File: config.mk
export PLATFORM = sky130hd
export DESIGN_NAME = seg7_scan_driver
export DESIGN_NICKNAME = d
export VERILOG_FILES = /design/src/rtl/seg7_pkg.sv /design/src/rtl/seg7_decode.sv /design/src/rtl/seg7_scan_driver.sv
export SDC_FILE = /design/constraint.sdc
export NUM_CORES = 1
export LEC_CHECK = 0
export BUFFER_PORTS_ARGS = -buffer_cell sky130_fd_sc_hd__buf_4
export CORE_MARGIN = 3
export CORE_UTILIZATION = 54
export CTS_BUF_LIST = sky130_fd_sc_hd__clkbuf_4
export DETAILED_ROUTE_END_ITERATION = 7
export GPL_ROUTABILITY_DRIVEN = 0
export PLACE_DENSITY = 0.83
export SLEW_MARGIN = 40
export SYNTH_ARGS = -nofsm -noshare
export SYNTH_HDL_FRONTEND = slang
export SYNTH_SLANG_ARGS = --single-unit
File: constraint.sdc
create_clock -name clk -period 5.95 [get_ports clk]
set_clock_uncertainty 0.05 [all_clocks]
set_input_delay 0.2975 -clock clk [delete_from_list [all_inputs] [get_ports clk]]
set_output_delay 0.2975 -clock clk [all_outputs]
set_load 0.01 [all_outputs]
File: src/rtl/seg7_pkg.sv
// Shared constants and types for the seven-segment scan driver and decoder.
package seg7_pkg;

    // Number of multiplexed digits and the width of a digit index.
    localparam int NUM_DIGITS = 4;
    localparam int IDX_W      = $clog2(NUM_DIGITS);

    // Active-low segment pattern with every segment dark.
    localparam logic [6:0] SEG_BLANK = 7'h7F;

    // Hex-to-segment table, active-high gfedcba; entry n is SEG_TABLE[n].
    localparam logic [15:0][6:0] SEG_TABLE = {
        7'h71, 7'h79, 7'h5E, 7'h39,   // F E d C
        7'h7C, 7'h77, 7'h6F, 7'h7F,   // b A 9 8
        7'h07, 7'h7D, 7'h6D, 7'h66,   // 7 6 5 4
        7'h4F, 7'h5B, 7'h06, 7'h3F    // 3 2 1 0
    };

    // One complete display image: four nibbles, per-digit decimal points and
    // the leading-zero suppression mode that goes with them.
    typedef struct packed {
        logic [15:0]           value;
        logic [NUM_DIGITS-1:0] dp_en;
        logic                  lz_en;
    } disp_t;

endpackage

File: src/rtl/seg7_decode.sv
// Combinational hex digit to seven-segment decoder (active-high gfedcba).
module seg7_decode
    import seg7_pkg::*;
(
    input  logic [3:0] hex_i,
    output logic [6:0] seg_o
);

    // Table lookup of the segment pattern for one hex digit.
    always_comb begin
        seg_o = SEG_TABLE[hex_i];
    end

endmodule

File: src/rtl/seg7_scan_driver.sv
// Four-digit multiplexed seven-segment driver. A prescaler produces a one-cycle
// tick that steps the active digit; new display data is double-buffered and
// only swapped into the shadow at a frame boundary so a frame never tears.
module seg7_scan_driver
    import seg7_pkg::*;
#(
    parameter int unsigned REFRESH_DIV = 100000
) (
    input  logic        clk,
    input  logic        reset,
    input  logic [15:0] value,
    input  logic        load,
    input  logic [3:0]  dp_en,
    input  logic        lz_en,
    output logic [3:0]  an,
    output logic [6:0]  seg,
    output logic        dp,
    output logic        pending
);

    localparam int unsigned      CNT_W    = (REFRESH_DIV > 1) ? $clog2(REFRESH_DIV) : 1;
    localparam logic [CNT_W-1:0] CNT_LAST = CNT_W'(REFRESH_DIV - 1);

    logic [CNT_W-1:0] cnt_q, cnt_d;
    logic [IDX_W-1:0] idx_q, idx_d;
    disp_t            pend_buf_q, pend_buf_d;
    disp_t            shadow_q, shadow_d;
    logic             pending_q, pending_d;
    logic [3:0]       an_q, an_d;
    logic [6:0]       seg_q, seg_d;
    logic             dp_q, dp_d;

    logic             tick;
    logic             frame_end;
    logic [3:0]       digit_hex;
    logic [6:0]       digit_seg;
    logic             blank;

    // Prescaler and digit index: tick is a clock enable, never a clock.
    always_comb begin
        // NOTE: every combinational output gets a default first so no latch is inferred.
        tick      = (cnt_q == CNT_LAST);
        frame_end = tick && (idx_q == IDX_W'(NUM_DIGITS - 1));
        cnt_d     = tick ? '0 : cnt_q + 1'b1;
        idx_d     = tick ? idx_q + 1'b1 : idx_q;
    end

    // Load capture into the pending buffer and frame-boundary swap to the shadow;
    // a load on the boundary tick wins the buffer while the old buffer is shown.
    always_comb begin
        pend_buf_d = pend_buf_q;
        pending_d  = pending_q;
        shadow_d   = shadow_q;
        if (frame_end && pending_q) begin
            shadow_d  = pend_buf_q;
            pending_d = 1'b0;
        end
        if (load) begin
            pend_buf_d = '{value: value, dp_en: dp_en, lz_en: lz_en};
            pending_d  = 1'b1;
        end
    end

    // Pick the digit that becomes active and decide leading-zero blanking for it.
    always_comb begin
        digit_hex = shadow_d.value[{idx_d, 2'b00} +: 4];
        blank     = shadow_d.lz_en
                 && (idx_d != '0)
                 && ((shadow_d.value >> {idx_d, 2'b00}) == 16'h0000)
                 && !shadow_d.dp_en[idx_d];
    end

    seg7_decode u_decode (
        .hex_i (digit_hex),
        .seg_o (digit_seg)
    );

    // Next values of the registered display pins; they change only on a tick.
    always_comb begin
        an_d  = an_q;
        seg_d = seg_q;
        dp_d  = dp_q;
        if (tick) begin
            an_d  = ~(4'b0001 << idx_d);
            seg_d = blank ? SEG_BLANK : ~digit_seg;
            dp_d  = ~shadow_d.dp_en[idx_d];
        end
    end

    // All state, cleared asynchronously; pins idle dark until the first tick.
    always_ff @(posedge clk or negedge reset) begin
        if (!reset) begin
            cnt_q      <= '0;
            idx_q      <= IDX_W'(NUM_DIGITS - 1);
            // NOTE: the display buffers are reset too, so the first frame after reset shows 0000.
            pend_buf_q <= '0;
            shadow_q   <= '0;
            pending_q  <= 1'b0;
            an_q       <= 4'hF;
            seg_q      <= SEG_BLANK;
            dp_q       <= 1'b1;
        end else begin
            // NOTE: non-blocking assignments so every register samples pre-edge values.
            cnt_q      <= cnt_d;
            idx_q      <= idx_d;
            pend_buf_q <= pend_buf_d;
            shadow_q   <= shadow_d;
            pending_q  <= pending_d;
            an_q       <= an_d;
            seg_q      <= seg_d;
            dp_q       <= dp_d;
        end
    end

    assign an      = an_q;
    assign seg     = seg_q;
    assign dp      = dp_q;
    assign pending = pending_q;

endmodule

==> results_tabular.tex <==
\begin{tabular}{lr}
\hline
Metric & Value \\
\hline
\multicolumn{2}{l}{\textbf{Die}} \\
\quad I/O pin total & 37 \\
\quad Core footprint & about 6900 µm² \\
\quad Horiz. Die Dim & between 90 and 100 µm \\
\quad Die span in y & between 90 and 100 µm \\
\quad Initial Util & $\sim$56\% \\
\quad Standard-cell row count & 30 \\
\quad Area of the die & slightly above 8000 µm² \\
\multicolumn{2}{l}{\textbf{Clock network}} \\
\quad Clock-pin slew on the worst setup and hold paths & $\sim$0.11 ns \\
\quad Number of buffers on the longest clock path & 2 \\
\quad Latest clock arrival within the worst-skew pair & $\sim$0.44 ns \\
\quad Clock tree from TritonCTS & yes \\
\quad H-tree levels & 3 \\
\quad Clock Sinks & 74 \\
\quad Clock buffer count from CTS & 9 \\
\quad Root buffer selected by CTS & sky130\_fd\_sc\_hd\_\_clkbuf\_4 \\
\multicolumn{2}{l}{\textbf{STA}} \\
\quad Fin crit share & approximately three quarters \\
\quad Slew @ Worst Pin & just under 0.7 ns \\
\quad Setup-failing EPs final & 0 \\
\quad Final count of pins violating max slew & 0 \\
\quad Sum of negative setup slack & 0 ns \\
\quad Highest achievable clock rate & 0.220 GHz \\
\quad Time the final worst path needs with I/O delays and setup & roughly 4.6 ns \\
\quad Remaining max-slew budget at the tightest pin & between 50\% and 60\% \\
\quad Slack of the critical path & 1.40 ns \\
\quad Endpoints failing hold & 0 \\
\quad Unrepaired setup endpoints after global routing & false \\
\multicolumn{2}{l}{\textbf{Route}} \\
\quad Mean routed wirelength per cell & around 17 µm \\
\quad Routed length on met3 & roughly 580 µm \\
\quad Detail-routed via count per cell & just under 6 \\
\quad DRC & 0 \\
\quad Number of violations reported at the end of detailed-routing iteration 0 & 244 \\
\quad Detailed-routed wire length on met2 & just under 4 mm \\
\quad Number of antenna-violating nets in the routed design & 0 \\
\quad Initial DRT Pass Iterations & 4 \\
\quad Routed metal-1 wirelength & around 3.7 mm \\
\quad Routed wire length & 8.37 mm \\
\quad Highest metal layer with signal wires & met4 \\
\quad Vias after detailed routing & $\sim$3000 \\
\multicolumn{2}{l}{\textbf{Global route}} \\
\quad GR Util All Layers & between 20\% and 30\% \\
\quad Vias in the first global route & 2897 \\
\quad Antenna violations before repair & 0 \\
\quad Maximum number of pins on one net before global-route repair & 75 \\
\quad Global-route wire length before repair & between 10 and 15 mm \\
\quad Final global-route overflow total & 0 \\
\multicolumn{2}{l}{\textbf{Setup path}} \\
\quad Register-to-Register Setup Slack & around 1.4 ns \\
\quad Critical path arrival & 4.87 ns \\
\quad Kind of end point of the critical path & register \\
\quad R2R Path Start & idx\_q[0]\$\_DFF\_PN1\_ \\
\quad Worst Reg-to-Reg Cells & 11 \\
\quad Type of the worst setup path & register to register \\
\quad CP startpoint kind & register \\
\quad Required time at the endpoint of the critical path & $\sim$6.3 ns \\
\quad Terminus of the critical flop-to-flop path & seg[5]\$\_DFFE\_PN1N\_ \\
\quad Crit Path Max Fanout & 22 \\
\multicolumn{2}{l}{\textbf{Logic synthesis}} \\
\quad Post-synth top area share & 38.9\% \\
\quad Most used standard cells in the synthesized netlist & 63 x sky130\_fd\_sc\_hd\_\_nand2\_1, 60 x sky130\_fd\_sc\_hd\_\_dfrtp\_1, 26 x sky130\_fd\_sc\_hd\_\_mux2\_2 \\
\quad Synth Cell Area & around 3900 µm² \\
\quad Netlist cell types & 58 \\
\quad Syn nets & around 400 \\
\quad Xor-xnor portion of the synthesized cell area & under 10\% \\
\quad Flip-flop cell with the highest count after synthesis & sky130\_fd\_sc\_hd\_\_dfrtp\_1 \\
\quad Fraction of the mapped netlist area in compound gates & about a tenth \\
\quad Simple-gate share of the synthesized area & 18.7\% \\
\quad Number of enable flip-flop cells after synthesis & 0 \\
\quad Most frequent cell after synthesis & sky130\_fd\_sc\_hd\_\_nand2\_1 \\
\quad Sequential fraction of the synthesis area & 48.5\% \\
\quad Mux cell area share after synthesis & a little over an eighth \\
\quad Biggest area contributors in the synthesized netlist & sky130\_fd\_sc\_hd\_\_dfrtp\_1 39\%, sky130\_fd\_sc\_hd\_\_dfstp\_2 9.5\%, sky130\_fd\_sc\_hd\_\_mux2\_2 7.6\%, sky130\_fd\_sc\_hd\_\_nand2\_1 6.1\%, sky130\_fd\_sc\_hd\_\_mux2i\_1 3.1\% \\
\quad Instance count of the mapped netlist & between 300 and 400 \\
\quad Post-Synthesis Mean Instance Area & 10.4 µm² \\
\quad Adder-cell share of the synthesized area & under 10\% \\
\quad Seq cells post-synth & between 70 and 80 \\
\quad Async S/R FF share, synth & between 90\% and 100\% \\
\quad Post-synth top area cell & sky130\_fd\_sc\_hd\_\_dfrtp\_1 \\
\quad Dominant combinational cell family by area after synthesis & simple AND/OR/NAND/NOR gates \\
\quad YS warnings & 0 \\
\multicolumn{2}{l}{\textbf{Run}} \\
\quad Max\_cap viols & 0 \\
\multicolumn{2}{l}{\textbf{Min path}} \\
\quad Hold Path Depth & 2 \\
\quad Destination of the worst hold path & pend\_buf\_q[12]\$\_DFFE\_PN0P\_ \\
\quad Type of the worst min-delay path & input port to register \\
\quad Hold Startpoint & value[7] \\
\multicolumn{2}{l}{\textbf{Cells and area}} \\
\quad Area of the multi-input gates & between 1500 and 2000 µm² \\
\quad Net count, final & around 430 \\
\quad Post-route core utilization & a little under two thirds \\
\quad Filler cell count & 562 \\
\quad Layout Area Growth over Synthesis & 13.3\% \\
\quad N\_diodes & 0 \\
\quad Filler-free cell count of the finished design & 501 \\
\quad Fraction of layout cells with a size suffix above 1 & 26.9\% \\
\quad Area used by sequential logic in the layout & about 1900 µm² \\
\multicolumn{2}{l}{\textbf{Place}} \\
\quad \# placed instances & between 400 and 500 \\
\quad Post-placement setup slack & approximately 1.4 ns \\
\quad Quantity of I/O buffers inserted on ports & 36 \\
\quad Detailed placer's ending HPWL & between 5 and 6 mm \\
\multicolumn{2}{l}{\textbf{Power}} \\
\quad Worst vdd ir & between 0.15 and 0.2 mV \\
\quad Pleak & 1.97 nW \\
\quad Pwr Density & 211 nW/µm² \\
\quad Total power consumption of the routed design & 0.923 mW \\
\multicolumn{2}{l}{\textbf{Outcome}} \\
\quad Outcome & finished, final reports clean \\
\hline
\end{tabular}
[metrics by stage]
stage | hold slack [ns] | cell area, µm²
global placement | 0.406 | 4180
finish | 0.0419 | 4370
CTS | 0.0235 | 4350
detailed placement | 0.303 | 4180
global route | 0.0215 | 4370
floorplan | -0.0481 | 3850
[kinds of logic (layout without fill, tap and decap cells)]
group                      after synthesis  count (layout)
adders and majority gates                8               8
muxes                                   42              42
buffers and inverters                   29              65
DFF                                     74              74
AOI/OAI and AO/OA                       56              56
xor gates and xnor gates                15              15
and+or+nand+nor                        145             145
[registers in the layout, indices dropped and copies added (netlist names)]
| name | cells |
|---|---|
| an | 4 |
| pending | 1 |
| cnt_q | 17 |
| pend_buf_q | 21 |
| seg | 7 |
| shadow_q | 21 |
| dp | 1 |
| idx_q | 2 |
[area by class of cell]
cell class	count	area share [%]
repair buffers	39	6.85
inverters	10	0.917
clock buffers	10	1.72
flip-flops and latches	74	42.8
well taps	96	2.75
clock inverters	6	1.86
multi-input cells	266	43.1
[cell usage in the layout, fill, tap and decap left out, types with 2 or more instances in the layout]
| cell | netlist | final |
|---|---|---|
| sky130_fd_sc_hd__a211oi_1 | 4 | 3 |
| sky130_fd_sc_hd__nand4_1 | 5 | 5 |
| sky130_fd_sc_hd__xor2_1 | 8 | 8 |
| sky130_fd_sc_hd__nor4bb_1 | 4 | 4 |
| sky130_fd_sc_hd__dfrtp_1 | 60 | 60 |
| sky130_fd_sc_hd__or4_1 | 2 | 2 |
| sky130_fd_sc_hd__ha_1 | 8 | 8 |
| sky130_fd_sc_hd__o31ai_1 | 2 | 2 |
| sky130_fd_sc_hd__and2_1 | 3 | 3 |
| sky130_fd_sc_hd__nor2_1 | 22 | 21 |
| sky130_fd_sc_hd__clkbuf_4 | 0 | 10 |
| sky130_fd_sc_hd__o21ai_0 | 10 | 10 |
| sky130_fd_sc_hd__nand3_1 | 20 | 20 |
| sky130_fd_sc_hd__nor3_1 | 3 | 3 |
| sky130_fd_sc_hd__o22ai_1 | 3 | 3 |
| sky130_fd_sc_hd__bufinv_16 | 0 | 2 |
| sky130_fd_sc_hd__mux4_2 | 3 | 3 |
| sky130_fd_sc_hd__and3_1 | 3 | 3 |
| sky130_fd_sc_hd__a21o_1 | 2 | 2 |
| sky130_fd_sc_hd__buf_4 | 2 | 37 |
| sky130_fd_sc_hd__a21bo_2 | 2 | 2 |
| sky130_fd_sc_hd__inv_1 | 9 | 9 |
| sky130_fd_sc_hd__nand2_1 | 63 | 63 |
| sky130_fd_sc_hd__mux2i_1 | 12 | 12 |
| sky130_fd_sc_hd__mux2_2 | 26 | 26 |
| sky130_fd_sc_hd__dfstp_2 | 14 | 14 |
| sky130_fd_sc_hd__and4_1 | 4 | 4 |
| sky130_fd_sc_hd__or4_4 | 2 | 2 |
| sky130_fd_sc_hd__a31oi_1 | 9 | 9 |
| sky130_fd_sc_hd__nor4_1 | 5 | 4 |
| sky130_fd_sc_hd__xnor2_1 | 7 | 7 |
| sky130_fd_sc_hd__a21oi_1 | 11 | 11 |
| sky130_fd_sc_hd__clkinv_1 | 0 | 2 |
[power by group]
part / switching [mW] / total [mW] / internal [mW]
registers: 0.0142 / 0.532 / 0.518
logic: 0.0175 / 0.0419 / 0.0244
clock network: 0.177 / 0.349 / 0.172
[worst max path at each step]
stage,from,cells past startpoint,slack (ns),end
finish,idx_q[0]$_DFF_PN1_,11,1.40,seg[5]$_DFFE_PN1N_
CTS,idx_q[0]$_DFF_PN1_,11,1.40,seg[5]$_DFFE_PN1N_
global placement,idx_q[0]$_DFF_PN1_,11,1.69,seg[5]$_DFFE_PN1N_
detailed placement,idx_q[0]$_DFF_PN1_,11,1.41,seg[5]$_DFFE_PN1N_
floorplan,cnt_q[8]$_DFF_PN0_,13,2.04,seg[5]$_DFFE_PN1N_
global route,idx_q[0]$_DFF_PN1_,11,1.09,seg[5]$_DFFE_PN1N_
[metal layers]
metal | track usage [%] | vias to the layer above
met4 | 8.04 | 0
li1 | - | 1385
met3 | 5.25 | 27
met5 | 0 | -
met2 | 32.6 | 130
met1 | 27.7 | 1432
[critical path, stage by stage, from the launching register on]
cell                      delay (ns)
sky130_fd_sc_hd__dfstp_2        0.81
sky130_fd_sc_hd__ha_1           0.38
sky130_fd_sc_hd__and2_1         0.44
sky130_fd_sc_hd__nand2_1        0.45
sky130_fd_sc_hd__mux4_2         0.58
sky130_fd_sc_hd__mux2i_1        0.46
sky130_fd_sc_hd__ha_1           0.27
sky130_fd_sc_hd__nand4_1        0.09
sky130_fd_sc_hd__nor4_1         0.36
sky130_fd_sc_hd__a41oi_4        0.25
sky130_fd_sc_hd__and2_1         0.19
sky130_fd_sc_hd__a21oi_1        0.14
[repair_timing]
| item | 4_1_cts | 5_1_grt |
|---|---|---|
| setup buffers | 0 | 0 |
| hold buffers | 1 | 0 |
| endpoints found under the setup margin | 0 | 0 |
| hold endpoints to repair | 60 | 0 |
| resized for setup | 0 | 0 |
Power figures use the tool's default switching activity.
